--- src/rtl/lw_sha_wr_admit.sv ---
// Write-admission stage between the AXI slave conduit and the lw_sha control logic.
// Channel writes are queued in per-channel FIFOs; everything else is forwarded to the register block.
module lw_sha_wr_admit #(
    parameter int DATA_WIDTH = 32,
    parameter int ADDR_WIDTH = 12,
    parameter int NUM_CH     = 2,
    parameter int DEPTH      = 4,
    parameter logic [NUM_CH*ADDR_WIDTH-1:0] CH_ADDRS = {12'h040, 12'h030}
) (
    input  logic                               aclk,
    input  logic                               areset,
    input  logic                               wr_i,
    input  logic [ADDR_WIDTH-1:0]              waddr_i,
    input  logic [DATA_WIDTH-1:0]              wdata_i,
    output logic                               wr_err_o,
    output logic                               reg_wr_o,
    output logic [ADDR_WIDTH-1:0]              reg_waddr_o,
    output logic [DATA_WIDTH-1:0]              reg_wdata_o,
    output logic [NUM_CH-1:0]                  ch_valid_o,
    output logic [NUM_CH*DATA_WIDTH-1:0]       ch_data_o,
    input  logic [NUM_CH-1:0]                  ch_ready_i,
    input  logic [NUM_CH-1:0]                  ch_flush_i,
    output logic [NUM_CH*$clog2(DEPTH+1)-1:0]  ch_level_o,
    output logic [NUM_CH-1:0]                  ovf_sts_o,
    input  logic [NUM_CH-1:0]                  ovf_clr_i
);

    localparam int PW = $clog2(DEPTH);
    localparam int LW = $clog2(DEPTH+1);
    localparam logic [LW-1:0] FULL_LVL = LW'(DEPTH);

    logic [NUM_CH-1:0]     ch_hit;
    logic                  any_hit;
    logic [NUM_CH-1:0]     pop;
    logic [NUM_CH-1:0]     push;

    logic [DATA_WIDTH-1:0] mem_q    [NUM_CH][DEPTH];
    logic [DATA_WIDTH-1:0] mem_d    [NUM_CH][DEPTH];
    logic [PW-1:0]         rd_ptr_q [NUM_CH];
    logic [PW-1:0]         rd_ptr_d [NUM_CH];
    logic [PW-1:0]         wr_ptr_q [NUM_CH];
    logic [PW-1:0]         wr_ptr_d [NUM_CH];
    logic [LW-1:0]         level_q  [NUM_CH];
    logic [LW-1:0]         level_d  [NUM_CH];
    logic [DATA_WIDTH-1:0] head_q   [NUM_CH];
    logic [DATA_WIDTH-1:0] head_d   [NUM_CH];
    logic [NUM_CH-1:0]     ovf_q;
    logic [NUM_CH-1:0]     ovf_d;

    logic                  wr_err_q;
    logic                  wr_err_d;
    logic                  reg_wr_q;
    logic                  reg_wr_d;
    logic [ADDR_WIDTH-1:0] reg_waddr_q;
    logic [ADDR_WIDTH-1:0] reg_waddr_d;
    logic [DATA_WIDTH-1:0] reg_wdata_q;
    logic [DATA_WIDTH-1:0] reg_wdata_d;

    // Lowest-indexed matching channel claims the write when addresses collide.
    always_comb begin
        ch_hit  = '0;
        any_hit = 1'b0;
        for (int i = 0; i < NUM_CH; i++) begin
            if (wr_i && !any_hit && (waddr_i == CH_ADDRS[i*ADDR_WIDTH +: ADDR_WIDTH])) begin
                ch_hit[i] = 1'b1;
                any_hit   = 1'b1;
            end
        end
    end

    always_comb begin
        reg_wr_d    = wr_i && !any_hit;
        reg_waddr_d = reg_wr_d ? waddr_i : reg_waddr_q;
        reg_wdata_d = reg_wr_d ? wdata_i : reg_wdata_q;
    end

    always_comb begin
        wr_err_d = 1'b0;
        pop      = '0;
        push     = '0;
        for (int i = 0; i < NUM_CH; i++) begin
            rd_ptr_d[i] = rd_ptr_q[i];
            wr_ptr_d[i] = wr_ptr_q[i];
            level_d[i]  = level_q[i];
            head_d[i]   = head_q[i];
            mem_d[i]    = mem_q[i];
            ovf_d[i]    = ovf_q[i];

            pop[i]  = (level_q[i] != '0) && ch_ready_i[i] && !ch_flush_i[i];
            push[i] = ch_hit[i] && !ch_flush_i[i] && ((level_q[i] != FULL_LVL) || pop[i]);

            if (ovf_clr_i[i]) begin
                ovf_d[i] = 1'b0;
            end

            if (ch_flush_i[i]) begin
                rd_ptr_d[i] = '0;
                wr_ptr_d[i] = '0;
                level_d[i]  = '0;
                if (ch_hit[i]) begin
                    wr_err_d = 1'b1;
                end
            end else begin
                if (pop[i]) begin
                    rd_ptr_d[i] = rd_ptr_q[i] + PW'(1);
                end
                if (push[i]) begin
                    mem_d[i][wr_ptr_q[i]] = wdata_i;
                    wr_ptr_d[i]           = wr_ptr_q[i] + PW'(1);
                end
                if (push[i] && !pop[i]) begin
                    level_d[i] = level_q[i] + LW'(1);
                end else if (!push[i] && pop[i]) begin
                    level_d[i] = level_q[i] - LW'(1);
                end
                // Set beats clear: the overflow branch runs after the clear above.
                if (ch_hit[i] && !push[i]) begin
                    wr_err_d = 1'b1;
                    ovf_d[i] = 1'b1;
                end
            end

            // The head register only refreshes while data remains, so it holds when empty.
            if (level_d[i] != '0) begin
                if (push[i] && (wr_ptr_q[i] == rd_ptr_d[i])) begin
                    head_d[i] = wdata_i;
                end else begin
                    head_d[i] = mem_q[i][rd_ptr_d[i]];
                end
            end
        end
    end

    always_ff @(posedge aclk) begin
        mem_q <= mem_d;
    end

    always_ff @(posedge aclk) begin
        if (areset) begin
            wr_err_q    <= 1'b0;
            reg_wr_q    <= 1'b0;
            reg_waddr_q <= '0;
            reg_wdata_q <= '0;
            ovf_q       <= '0;
            for (int i = 0; i < NUM_CH; i++) begin
                rd_ptr_q[i] <= '0;
                wr_ptr_q[i] <= '0;
                level_q[i]  <= '0;
                head_q[i]   <= '0;
            end
        end else begin
            wr_err_q    <= wr_err_d;
            reg_wr_q    <= reg_wr_d;
            reg_waddr_q <= reg_waddr_d;
            reg_wdata_q <= reg_wdata_d;
            ovf_q       <= ovf_d;
            for (int i = 0; i < NUM_CH; i++) begin
                rd_ptr_q[i] <= rd_ptr_d[i];
                wr_ptr_q[i] <= wr_ptr_d[i];
                level_q[i]  <= level_d[i];
                head_q[i]   <= head_d[i];
            end
        end
    end

    always_comb begin
        wr_err_o    = wr_err_q;
        reg_wr_o    = reg_wr_q;
        reg_waddr_o = reg_waddr_q;
        reg_wdata_o = reg_wdata_q;
        ovf_sts_o   = ovf_q;
        ch_valid_o  = '0;
        ch_data_o   = '0;
        ch_level_o  = '0;
        for (int i = 0; i < NUM_CH; i++) begin
            ch_valid_o[i]                          = (level_q[i] != '0);
            ch_data_o[i*DATA_WIDTH +: DATA_WIDTH]  = head_q[i];
            ch_level_o[i*LW +: LW]                 = level_q[i];
        end
    end

endmodule

--- config.mk ---
export PLATFORM = sky130hd
export DESIGN_NAME = lw_sha_wr_admit
export DESIGN_NICKNAME = d
export VERILOG_FILES = /design/src/rtl/lw_sha_wr_admit.sv
export SDC_FILE = /design/constraint.sdc
export NUM_CORES = 1
export LEC_CHECK = 0
export BUFFER_PORTS_ARGS = -buffer_cell sky130_fd_sc_hd__buf_2
export CAP_MARGIN = 5
export CELL_PAD_IN_SITES_DETAIL_PLACEMENT = 2
export CELL_PAD_IN_SITES_GLOBAL_PLACEMENT = 2
export CORE_UTILIZATION = 44
export CTS_CLUSTER_DIAMETER = 100
export DETAILED_ROUTE_END_ITERATION = 10
export PLACE_DENSITY_LB_ADDON = 0.1
export SKIP_LAST_GASP = 1
export SYNTH_ARGS = -nofsm -noshare
export SYNTH_HDL_FRONTEND = slang
export SYNTH_SLANG_ARGS = --single-unit
--- constraint.sdc ---
create_clock -name aclk -period 7.35 [get_ports aclk]
set_input_delay 0.3675 -clock aclk [delete_from_list [all_inputs] [get_ports aclk]]
set_output_delay 0.3675 -clock aclk [all_outputs]
set_load 0.05 [all_outputs]
==> impl_summary.md, run 1 <==
Global routing
After global routing the overflow that remains totals 0. Entering global routing, the biggest net connects 76 pins. For this run, the total global-route usage over all layers was measured as 0.264. The number of global-route vias before repair is roughly 12k. The initial antenna violation count is 0.

The wire length of the first global-routing pass is about 73 mm.

Synth
In the synthesized netlist the async set-or-reset flop fraction comes to 0. Synthesis instantiated 63 different standard cells from the library. The Yosys step of the flow raised 0 warnings. By area the synthesized netlist is led by sky130_fd_sc_hd__edfxtp_1 48%, sky130_fd_sc_hd__dfxtp_1 16%, sky130_fd_sc_hd__mux2i_1 6.4%.

The cell taking the most area after synthesis is sky130_fd_sc_hd__edfxtp_1. The number of register bits inferred by synthesis is about 380. The per-instance average area after synthesis is ~13 sq um. Synthesis produced a netlist with a net count of around 1.3k. The instance count of the mapped netlist is 1196.

For this run, the leading register cell type out of synthesis is sky130_fd_sc_hd__edfxtp_1. The share of the Yosys chip area taken by registers is 0.638. Of the post-synthesis cell area, the dominant cell type holds 0.480. In this run the cell area of the synthesized design comes to 16000 sq um. Counting flops with a built-in enable in the synthesized netlist gives ~260.

Final layout
The design area is roughly 19000 sq um. In the layout the commonest cells are 256 x sky130_fd_sc_hd__edfxtp_1, 172 x sky130_fd_sc_hd__buf_2, 125 x sky130_fd_sc_hd__dfxtp_1. Compared with the post-synthesis result, the final layout area differs by 16.8%. The layout has 3308 filler cells. The number of nets in the layout is 1413. The most frequent standard cell in the layout excluding fill and tap cells is sky130_fd_sc_hd__edfxtp_1. The post-layout utilization of the core is 0.524. The share of layout cells above drive strength 1 is 0.250. The number of cells in the finished layout apart from fillers is 1840. The antenna diode count is 0.

CTS
Counting every sink on the clock net gives 382. After clock tree synthesis, the clock-pin slew on the worst setup and hold paths is around 0.06 ns. The clock passes through at most 3 buffers. The later-pin clock latency in the skew report is about 0.56 ns.

The clock tree from TritonCTS is yes. Clock tree synthesis inserted a total of 43 buffers. Once the clock tree was built, the setup fixing pass inserted 0 buffers. The maximum level of the CTS H-tree is 2.

The post-cts gate resize count is 0. The number of hold-repair buffers added at the cts stage is 0. The cell sitting at the root of the clock tree is a sky130_fd_sc_hd__clkbuf_16.

STA
Setup repair after global routing left no endpoint under its margin. On the final layout, the worst clock skew is 0.0145 ns. The number of hold-slack violations in the final timing report is 0. Derived from the worst setup path, the maximum achievable clock frequency is 251 MHz. The smallest clock period supported by the final layout is computed as 3.98 ns.

The number of slew-limit violations in the final report is 0. The headroom to the max-slew limit is 0.234. The share of the clock period used by the worst path after layout is 0.542. For the final routed database, the setup TNS stands at 0 ns. The total setup violations reported at the end of the flow is 0.

The pin slew with the least headroom to its limit is approximately 1.1 ns. Final hold analysis gives a worst-case slack of about 0.087 ns.

Place
The congestion estimate from routability-driven global placement came to roughly 0.8. The number of I/O port buffers is between 150 and 200. The placed instances occupy a cell area of 17300 sq um. The number of placed instances, taps included is about 1.8k. The HPWL reported at the end of detailed placement is roughly 28 mm.

Die
The die height is approximately 190 um. ~170 I/O pins were placed. The initial cell density of the core is 0.449. The initialized floorplan defines between 60 and 70 standard-cell rows. The die width is roughly 190 um. The area of the placeable core is 35700 sq um. The die covers between 30000 and 40000 sq um.

Critical path
The worst setup path is launched from a flop. The critical path arrival is ~4.4 ns. STA classifies the critical path endpoint as a flop. The data required time of the worst path is between 7 and 8 ns.

The maximum net fanout on the critical path is 64. The critical path is of the flop to flop type.

Routing
For this block, the via count after detailed routing is roughly 11k. The pre-antenna-repair detailed-routing pass consisted of 11 iterations. The routed length per placed instance is 26.3 um.

The number of design-rule violations left by the first detailed-router iteration is approximately 650. In the routed design, unresolved DRC markers number 8. The remaining antenna violation count after routing is 0.

Using the TritonRoute via totals, the vias-per-cell ratio works out to a little under 6. The overall routed net length is slightly below 50 mm.

Status
The final reports fail on DRC. The flow ran to the end, but the final reports show violations.

Worst hold path
In this run the worst hold path is classified as input port to flop.

Power
The static power due to leakage is between 0.007 and 0.008 uW. Across the VDD grid, the largest voltage drop is 0.192 mV. The total power density per cell area is about 250 nW/um^2.

Job
The max-cap check violation count is 0.
[where the power goes]
part / total [uW] / switching [uW] / internal (uW)
clock: 2200 / 880 / 1320
sequential: 2310 / 6.96 / 2300
combinational: 188 / 149 / 39.4
total: 4700 / 1040 / 3660
[worst max-delay path, stage by stage, from the launching register on]
cell                        delay, ns
sky130_fd_sc_hd__dfxtp_1         0.35
sky130_fd_sc_hd__inv_1           0.15
sky130_fd_sc_hd__ha_1            0.24
sky130_fd_sc_hd__nor2b_1         0.51
sky130_fd_sc_hd__inv_2           0.15
sky130_fd_sc_hd__nand3_2         0.11
sky130_fd_sc_hd__buf_4           0.60
sky130_fd_sc_hd__a21oi_1         0.17
sky130_fd_sc_hd__o2111ai_4       0.62
sky130_fd_sc_hd__buf_4           0.52
sky130_fd_sc_hd__mux2i_1         0.26
sky130_fd_sc_hd__o2bb2ai_1       0.10
[cell usage after synthesis, types with 27 or more instances]
cell type,instances
sky130_fd_sc_hd__a222oi_1,31
sky130_fd_sc_hd__edfxtp_1,256
sky130_fd_sc_hd__o221ai_1,62
sky130_fd_sc_hd__mux2i_1,102
sky130_fd_sc_hd__a21oi_1,62
sky130_fd_sc_hd__o22ai_1,33
sky130_fd_sc_hd__nor2_1,27
sky130_fd_sc_hd__clkbuf_1,55
sky130_fd_sc_hd__inv_1,85
sky130_fd_sc_hd__mux4_2,30
sky130_fd_sc_hd__nand2_1,101
sky130_fd_sc_hd__or2_2,31
sky130_fd_sc_hd__o2bb2ai_1,32
sky130_fd_sc_hd__dfxtp_1,126
[layer usage]
metal  routed length (um)  track usage  vias up
li1                     -            -     4900
met3                 1890       0.0369       70
met4                 1060       0.0845        0
met2                24800        0.461      258
met5                    0            0        -
met1                20700        0.336     5668
[cell type report]
cell class              instances  area (sq um)  area share
clock buffers                  62          1250      0.0668
multi-input cells             646          5180       0.277
well taps                     461           577      0.0309
repair buffers                186           966      0.0517
inverters                      87           327      0.0175
clock inverters                16           183     0.00977
flip-flops and latches        382         10200       0.546
[state kept, by name, indices dropped and copies added, names as in the netlist]
register and cells:
head_q 64, level_q 6, mem_q 256, ovf_sts_o 2, rd_ptr_q 4, reg_waddr_o 12
reg_wdata_o 32, reg_wr_o 1, wr_err_o 1, wr_ptr_q 4
[stage by stage]
step / total power [uW] / setup WS, ns
after global placement: 2530 / 3.61
after detailed placement: 2540 / 3.43
final: 4700 / 3.37
after CTS: 4740 / 3.38
after floorplan: 2450 / 4.38
after global routing: 4830 / 3.17
[logic make-up after synthesis]
kind of cell / share of synthesized area
compound gates: 0.126
flops: 0.638
mux: 0.107
fa+ha+maj: 0.0109
xor+xnor: 0.00274
buf+inv: 0.0443
simple gates: 0.0708
[path summary, 6_finish.rpt]
| kind | from | cells past startpoint | slack (ns) | end |
|---|---|---|---|---|
| worst max-delay path | level_q[0][0] | 11 | 3.37 | head_q[0][21] |
| worst min-delay path | waddr_i[0] | 3 | 0.09 | reg_waddr_o[0] |
| worst max register to register | level_q[0][0] | 11 | 3.37 | head_q[0][21] |
| worst min register to register | reg_waddr_o[10] | 2 | 0.45 | reg_waddr_o[10] |
Note: power is estimated with default switching activity, not from simulation.
==> run 2: changes to the inputs <==
--- a/config.mk
+++ b/config.mk
@@ -9,7 +9,7 @@
 export CAP_MARGIN = 5
 export CELL_PAD_IN_SITES_DETAIL_PLACEMENT = 2
 export CELL_PAD_IN_SITES_GLOBAL_PLACEMENT = 2
-export CORE_UTILIZATION = 44
+export CORE_UTILIZATION = 37
 export CTS_CLUSTER_DIAMETER = 100
 export DETAILED_ROUTE_END_ITERATION = 10
 export PLACE_DENSITY_LB_ADDON = 0.1
==> constraint.sdc (replaced) <==
create_clock -name aclk -period 3.3 [get_ports aclk]
set_input_delay 0.165 -clock aclk [delete_from_list [all_inputs] [get_ports aclk]]
set_output_delay 0.165 -clock aclk [all_outputs]
set_load 0.05 [all_outputs]
==> run 2 against run 1 <==
Against the previous run: the flow now finishes without violations; non-clock buffer count increased by 78; clock skew decreased by 0.0015 ns; core utilization decreased by 6.0 points; critical path depth unchanged; hold slack improved by 0.048 ns; sequential power increased by 120%; global-route usage decreased by 3.9 points; clock-buffer cell count decreased by 5; register-to-register slack got worse by 3.1 ns; via count increased by 2.5%.
==> impl_summary.md, run 2 (synthesis results as in run 1) <==
Critical path
On the worst path, the slowest cell contributes a delay of 0.55 ns. The kind of start point of the critical path is a flop. The critical path arrival is around 3.5 ns. The maximum net fanout on the critical path is 50. The kind of end point of the critical path is a flop. The number of buffers and inverters on the critical path is 4.

The worst flop-to-flop path endpoint is head_q[0][8]. Broken down by cell family, the worst path's largest delay share belongs to buffers and inverters. At the worst endpoint, the required time is 3.74 ns.

The critical path in this run is classified as flop to flop. By instance count, the cell type seen most on the critical path is sky130_fd_sc_hd__buf_12. In this run the critical register-to-register path is launched from level_q[0][0]. The cell at the slowest stage of the critical path is sky130_fd_sc_hd__nor2b_1. The depth of the worst register-to-register path is 11. In this run the register-to-register setup slack is around 0.25 ns. Walking the worst path, the cells encountered are inv_1 > ha_1 > nor2b_1 > inv_2 > nand3_2 > buf_12 > a21oi_1 > o2111ai_4 > buf_12 > mux2i_1 > o2bb2ai_1.

Place
During placement, the flow inserted port buffers numbering around 170. Once placement completed, the tool counted placed cells totaling about 1.9k. Detailed placement ended at an HPWL of between 30 and 40 mm. Timing analysis after detailed placement gives a worst setup slack of 0.237 ns. At the end of routability-driven placement, the weighted congestion stood at about 0.8.

CTS
The clock tree from TritonCTS is yes. The number of buffers created by CTS is between 40 and 50. The clock transition at the registers of the reported paths is approximately 0.060 ns. No sink is reached through more buffers than the 3 on the longest clock path. For the worst-skew pair, the clock arrives at the later sink with an insertion delay of 0.57 ns. Clock tree synthesis found a total of about 380 sinks. In this run, post-CTS repair resized a total of 0 instances. In this run the clock root is driven by a sky130_fd_sc_hd__clkbuf_16. In this run the number of H-tree levels came out at 2.

STA
In the post-route analysis, the smallest setup slack over all paths is 0.248 ns. The achievable frequency is around 330 MHz. Setup repair after global routing left no endpoint under its margin. The number of slew-limit violations in the final report is 0.

The post-route minimum period is between 3 and 4 ns. On the final layout, the worst clock skew is approximately 0.013 ns. The tightest hold path in the finished design has a slack of 0.135 ns.

The headroom to the max-slew limit is 0.209. The pin slew with the least headroom to its limit is approximately 1.2 ns. The sum of negative setup slack is 0 ns. The number of hold-slack violations in the final timing report is 0.

Setup violations remaining at the end of the flow were counted as 0. The share of the clock period used by the worst path after layout is 0.925.

Final layout
After the last flow step, the layout net total stands at between 1k and 1.5k. The register with the most flip-flops is mem_q. The area taken by multi-input logic gates is between 5000 and 6000 sq um.

The library cell used most frequently in the layout, excluding fill and tap cells, is sky130_fd_sc_hd__edfxtp_1. The final-layout fill cell count is roughly 4.2k. The share of layout cells above drive strength 1 is 0.259. The antenna diode count is 0. Compared with the post-synthesis result, the final layout area differs by 22.8%. The number of cells in the finished layout apart from fillers is 2035. In the layout the commonest cells are 256 x sky130_fd_sc_hd__edfxtp_1, 172 x sky130_fd_sc_hd__buf_2, 125 x sky130_fd_sc_hd__dfxtp_1. The register with the most flip-flops in the layout has around 260 of them.

The area occupied by registers is between 10000 and 15000 sq um.

Power
VDD sags by at most between 0.3 and 0.4 mV. Power spread over the standard cell area amounts to 530 nW/um^2. The share of total power dissipated in sequential elements is 0.493.

For this design the static power due to leakage is 0.00745 uW. The switching power as a share of total power is 0.225. Of the total power, combinational logic draws 0.045. The relative contribution of the clock network to total power is 0.461. The cell-internal power is 8080 uW. Summed over all nets, the switching power comes to approximately 2300 uW.

Global routing
The wire length of the first global-routing pass is roughly 75 mm. The total track usage is 0.225. The number of global-route vias before repair is ~12k. In the global route stage, met1 resource usage came out at 0.290. The global-route met3 utilization is 0.0367.

Entering global routing, the biggest net connects 51 pins. For met2 alone, demand over resource in global routing was 0.392. Global routing finished with a remaining overflow of 0.

The most crowded layer after global routing is met2. The initial antenna violation count is 0.

Die
The initial cell density of the core is 0.378. The floorplan step defined a die boundary enclosing roughly 44000 sq um. The area of the placeable core is 42300 sq um. The die is between 200 and 250 um tall. In this run the horizontal extent of the chip is ~210 um.

The floorplan has 75 rows. During I/O placement, the number of pins put on the boundary was about 170.

Worst hold path
The hold path endpoint is ovf_sts_o[1]. The hold path startpoint is ch_flush_i[1]. Along the worst hold path, the cell count comes to 4.

The path class of the tightest hold or removal check is input port to flop.

Routing
The overall routed net length is a little under 50 mm. The first detailed-routing pass took 6 iterations. The number of vias per cell is 5.49. The routed length per placed instance is around 24 um. The number of design-rule violations left by the first detailed-router iteration is between 500 and 600. The remaining antenna violation count after routing is 0. The via count is roughly 11k. In the routed design, unresolved DRC markers number 0.

Job
The max-cap check violation count is 0.

Status
The flow ran to the end, and the final reports show no timing, DRC or antenna violations.
-- run 2: tightest hold or removal path: cells and delay by family --
| kind | cells | cell delay (ns) |
|---|---|---|
| AND/OR/NAND/NOR | 2 | 0.15 |
| buffers and inverters | 1 | 0.22 |
| AO/OA/AOI/OAI | 1 | 0.12 |
-- run 2: worst max-delay path by stage --
stage	to	start	depth (start not counted)
finish	head_q[0][8]	level_q[0][0]	11
global route	head_q[0][8]	level_q[0][0]	11
CTS	head_q[0][46]	level_q[0][4]	10
detailed placement	head_q[0][50]	level_q[0][4]	10
global placement	head_q[0][49]	level_q[0][3]	10
floorplan	head_q[0][10]	level_q[0][0]	11
-- run 2: cell type report --
class	count	area share
clock buffers	57	0.0616
flip-flops and latches	382	0.520
clock inverters	22	0.0104
repair buffers	264	0.0914
well taps	577	0.0367
inverters	87	0.0166
multi-input cells	646	0.264
-- run 2: per-stage QoR --
stage               total power, uW  instance area (sq um)   util
global route                  10800                  19700  0.464
floorplan                      5470                  16000      -
detailed placement             5680                  17800  0.420
global placement               5660                  17800  0.420
CTS                           10600                  19700  0.464
finish                        10400                  19700  0.464
-- run 2: per-layer routing --
layer,vias up,share of wire
met5,-,0
met4,0,0.021
met3,72,0.036
met2,203,0.50
met1,5846,0.44
li1,5048,-
-- run 2: timing repair --
action | in CTS | in global routing
setup buffers | 0 | 0
hold buffers | 48 | 0
endpoints found under the hold margin | 301 | 0
setup endpoints to repair | 0 | 0
-- run 2: power by group through the flow --
stage	Sequential, uW	Clock [uW]	Combinational (uW)
after global placement	5240	0	419
after global routing	5140	5120	506
final	5140	4810	473
after detailed placement	5240	0	432
after CTS	5140	4950	477
after floorplan	5350	0	116
==> run 3: changes to the inputs <==
--- a/config.mk
+++ b/config.mk
@@ -5,13 +5,13 @@
 export SDC_FILE = /design/constraint.sdc
 export NUM_CORES = 1
 export LEC_CHECK = 0
-export BUFFER_PORTS_ARGS = -buffer_cell sky130_fd_sc_hd__buf_2
 export CAP_MARGIN = 5
 export CELL_PAD_IN_SITES_DETAIL_PLACEMENT = 2
 export CELL_PAD_IN_SITES_GLOBAL_PLACEMENT = 2
-export CORE_UTILIZATION = 37
-export CTS_CLUSTER_DIAMETER = 100
+export CORE_UTILIZATION = 40
+export CTS_CLUSTER_DIAMETER = 30
 export DETAILED_ROUTE_END_ITERATION = 10
+export DONT_BUFFER_PORTS = 1
 export PLACE_DENSITY_LB_ADDON = 0.1
 export SKIP_LAST_GASP = 1
 export SYNTH_ARGS = -nofsm -noshare
==> run 3 against run 2 <==
Against the previous run: core utilization up 6.4 points; wire length rose by 6.6%; critical path depth is 1 lower; die area shrank 7.4%; largest cell class unchanged; largest power group is now the clock network.
==> impl_summary.md, run 3 (synthesis results as in run 1) <==
Status
The run finished with clean final reports.

Critical path
Measured in cells, the most critical reg-to-reg path has a length of 10. STA classifies the critical path startpoint as a flop. The count of buffering cells on the critical path with inverters included is 3.

STA classifies the critical path endpoint as a flop. The largest stage delay on the critical path is about 0.48 ns. The worst flop-to-flop path endpoint is head_q[0][25]. The critical path is of the flop to flop type. The gate family responsible for the most delay along the worst path is compound AO/OA/AOI/OAI gates. At the worst endpoint, the required time is 3.81 ns. The worst register-to-register path begins at level_q[0][0]. The slowest stage of the critical path is the sky130_fd_sc_hd__a21oi_4 cell. The register-to-register path setup slack is 0.21 ns. At the worst endpoint, the arrival time is approximately 3.6 ns. Along the worst path, the maximum fanout reaches 21. Walking the worst path, the cells encountered are inv_1 > ha_1 > mux2_2 > o21ai_0 > nor4b_1 > o22ai_1 > buf_4 > a21oi_4 > buf_12 > o2bb2ai_1.

CTS
TritonCTS built the clock tree. In this run the deepest clock path goes through 3 buffers. The cell chosen for the clock root is sky130_fd_sc_hd__clkbuf_16.

The later-pin clock latency in the skew report is slightly above 0.6 ns. The maximum level of the CTS H-tree is 3. The clock transition at the registers of the reported paths is 0.04 ns. Buffers inserted during clock tree synthesis total 92. The TritonCTS sink count is approximately 380.

Power
IR analysis of the VDD net gives a maximum drop of 0.497 mV. The total power density per cell area is approximately 700 nW/um^2. The total design power is approximately 14000 uW. The analysis attributes to cell leakage a power of 0.00751 uW.

STA
The sum of negative setup slack is 0 ns. Setup repair after global routing left no endpoint under its margin. Derived from the worst setup path, the maximum achievable clock frequency is around 320 MHz. The share of the clock period used by the worst path after layout is 0.935.

The number of hold-slack violations in the final timing report is 0. The post-route minimum period is about 3 ns. Setup violations remaining at the end of the flow were counted as 0. The number of slew-limit violations in the final report came to 0.

Across the routed clock network, the largest skew measured is approximately 0.025 ns. The headroom to the max-slew limit is 0.358. The pin slew with the least headroom to its limit is 0.963 ns.

Die
The floorplan has 72 rows. roughly 170 I/O pins were placed. The area of the placeable core is 39000 sq um. The initial cell density of the core is 0.410.

The area of the die is 40800 sq um. The die width is roughly 200 um. From bottom edge to top edge, the die measures approximately 200 um.

Final layout
The share of layout cells above drive strength 1 is 0.215. The most frequent standard cell in the layout excluding fill and tap cells is sky130_fd_sc_hd__edfxtp_1. The register with the most flip-flops is mem_q. Leaving out fill and tap cells, the most frequent cells in the layout are 256 x sky130_fd_sc_hd__edfxtp_1, 125 x sky130_fd_sc_hd__dfxtp_1, 102 x sky130_fd_sc_hd__mux2i_1. The number of flip-flops in the largest register is 256.

The antenna diode count is 0. For this run, the post-layout net count is 1387. From synthesis to final layout, the design area changed by 28.8%.

Routing
The number of vias per cell is 5.77. The overall routed net length is ~52 mm. In the final routed layout, each cell accounts on average for 27.2 um. The via count is 11.0k. The detail route stage leaves a number of antenna-violating nets equal to 0.

The detailed-router iteration count before antenna repair is 7. The number of design-rule violations left by the first detailed-router iteration is 608. The final routed DRC violation total is 0.

Global routing
The initial antenna violation count is 0. The total global routing overflow is 0. For this run, the total global-route usage over all layers was measured as 0.260.

The first global-routing pass estimated around 79 mm of wire. The largest net degree at the start of global routing is between 60 and 70. The number of global-route vias before repair is 12.6k.

Place
The last weighted congestion value of the routability-driven placer is 0.787. Detailed placement finished with a half-perimeter wire length of approximately 29 mm. The number of I/O port buffers is 0.

Worst hold path
The hold path endpoint is level_q[0][5]. The path class of the tightest hold or removal check is input port to flop. Along the worst hold path, the cell count comes to 4. The hold path startpoint is ch_ready_i[1].

Job
The max-cap check violation count is 0.
==> run 3: cell count changes in the layout (fill, tap and decap cells not counted), sizes merged <==
cell	before	now
buf	216	49
clkbuf	57	112
clkinv	14	34
dlygate4sd3	48	62
clkinvlp	2	11
inv	90	96
bufinv	3	6
==> run 3: repair_timing <==
item | 4_1_cts | 5_1_grt
endpoints found under the hold margin | 374 | 0
resized for setup | 0 | 1
buffers inserted | 0 | 0
setup endpoints to repair | 0 | 13
hold buffers | 64 | 0
==> run 3: area by class of cell <==
| type | count | area [sq um] |
|---|---|---|
| Fill cell | 3625 | 18400 |
| Sequential cell | 382 | 10200 |
| Multi-Input combinational cell | 646 | 5180 |
| Clock buffer | 112 | 2510 |
| Timing Repair Buffer | 111 | 1130 |
| Tap cell | 518 | 648 |
| Clock inverter | 60 | 588 |
| Inverter | 87 | 327 |
==> run 3: how the worst max path moves through the flow <==
stage,startpoint,to,slack [ns],depth (start not counted)
2_1_floorplan,level_q[0][0],head_q[0][10],0.33,11
3_5_place_dp,level_q[0][0],head_q[0][11],0.26,9
4_1_cts,level_q[0][0],head_q[0][8],0.15,10
6_report,level_q[0][0],head_q[0][25],0.21,10
5_1_grt,level_q[0][0],head_q[0][25],0.07,10
3_3_place_gp,level_q[0][0],head_q[0][13],0.44,9
==> run 3: layer usage <==
| metal | global-route usage | vias up | share of wire |
|---|---|---|---|
| met5 | 0 | - | 0 |
| met4 | 0.106 | 0 | 0.029 |
| met3 | 0.0559 | 104 | 0.050 |
| met2 | 0.453 | 280 | 0.51 |
| met1 | 0.310 | 5753 | 0.41 |
| li1 | - | 4910 | - |
==> run 3: per-stage QoR <==
| step | setup slack [ns] | cell area (sq um) | utilization | std cells | hold slack [ns] |
|---|---|---|---|---|---|
| 3_3_place_gp | 0.443 | 16800 | 0.432 | 1680 | 0.248 |
| 2_1_floorplan | 0.334 | 16000 | - | 1196 | 0.264 |
| 3_5_place_dp | 0.259 | 16800 | 0.432 | 1680 | 0.248 |
| 5_1_grt | 0.0668 | 20600 | 0.528 | 1916 | 0.0381 |
| 4_1_cts | 0.150 | 20600 | 0.528 | 1916 | 0.00401 |
| 6_report | 0.213 | 20600 | 0.528 | 1916 | 0.0305 |
==> run 3: tightest hold or removal path, delay by kind of cell <==
family / cells / cell delay [ns]
simple gates: 2 / 0.15
compound gates: 2 / 0.27
==> run 3: power breakdown <==
group          internal (uW)  total (uW)  switching, uW
sequential              5140        5270            127
combinational            102         309            207
clock                   5920        8870           2950
total                  11200       14500           3290
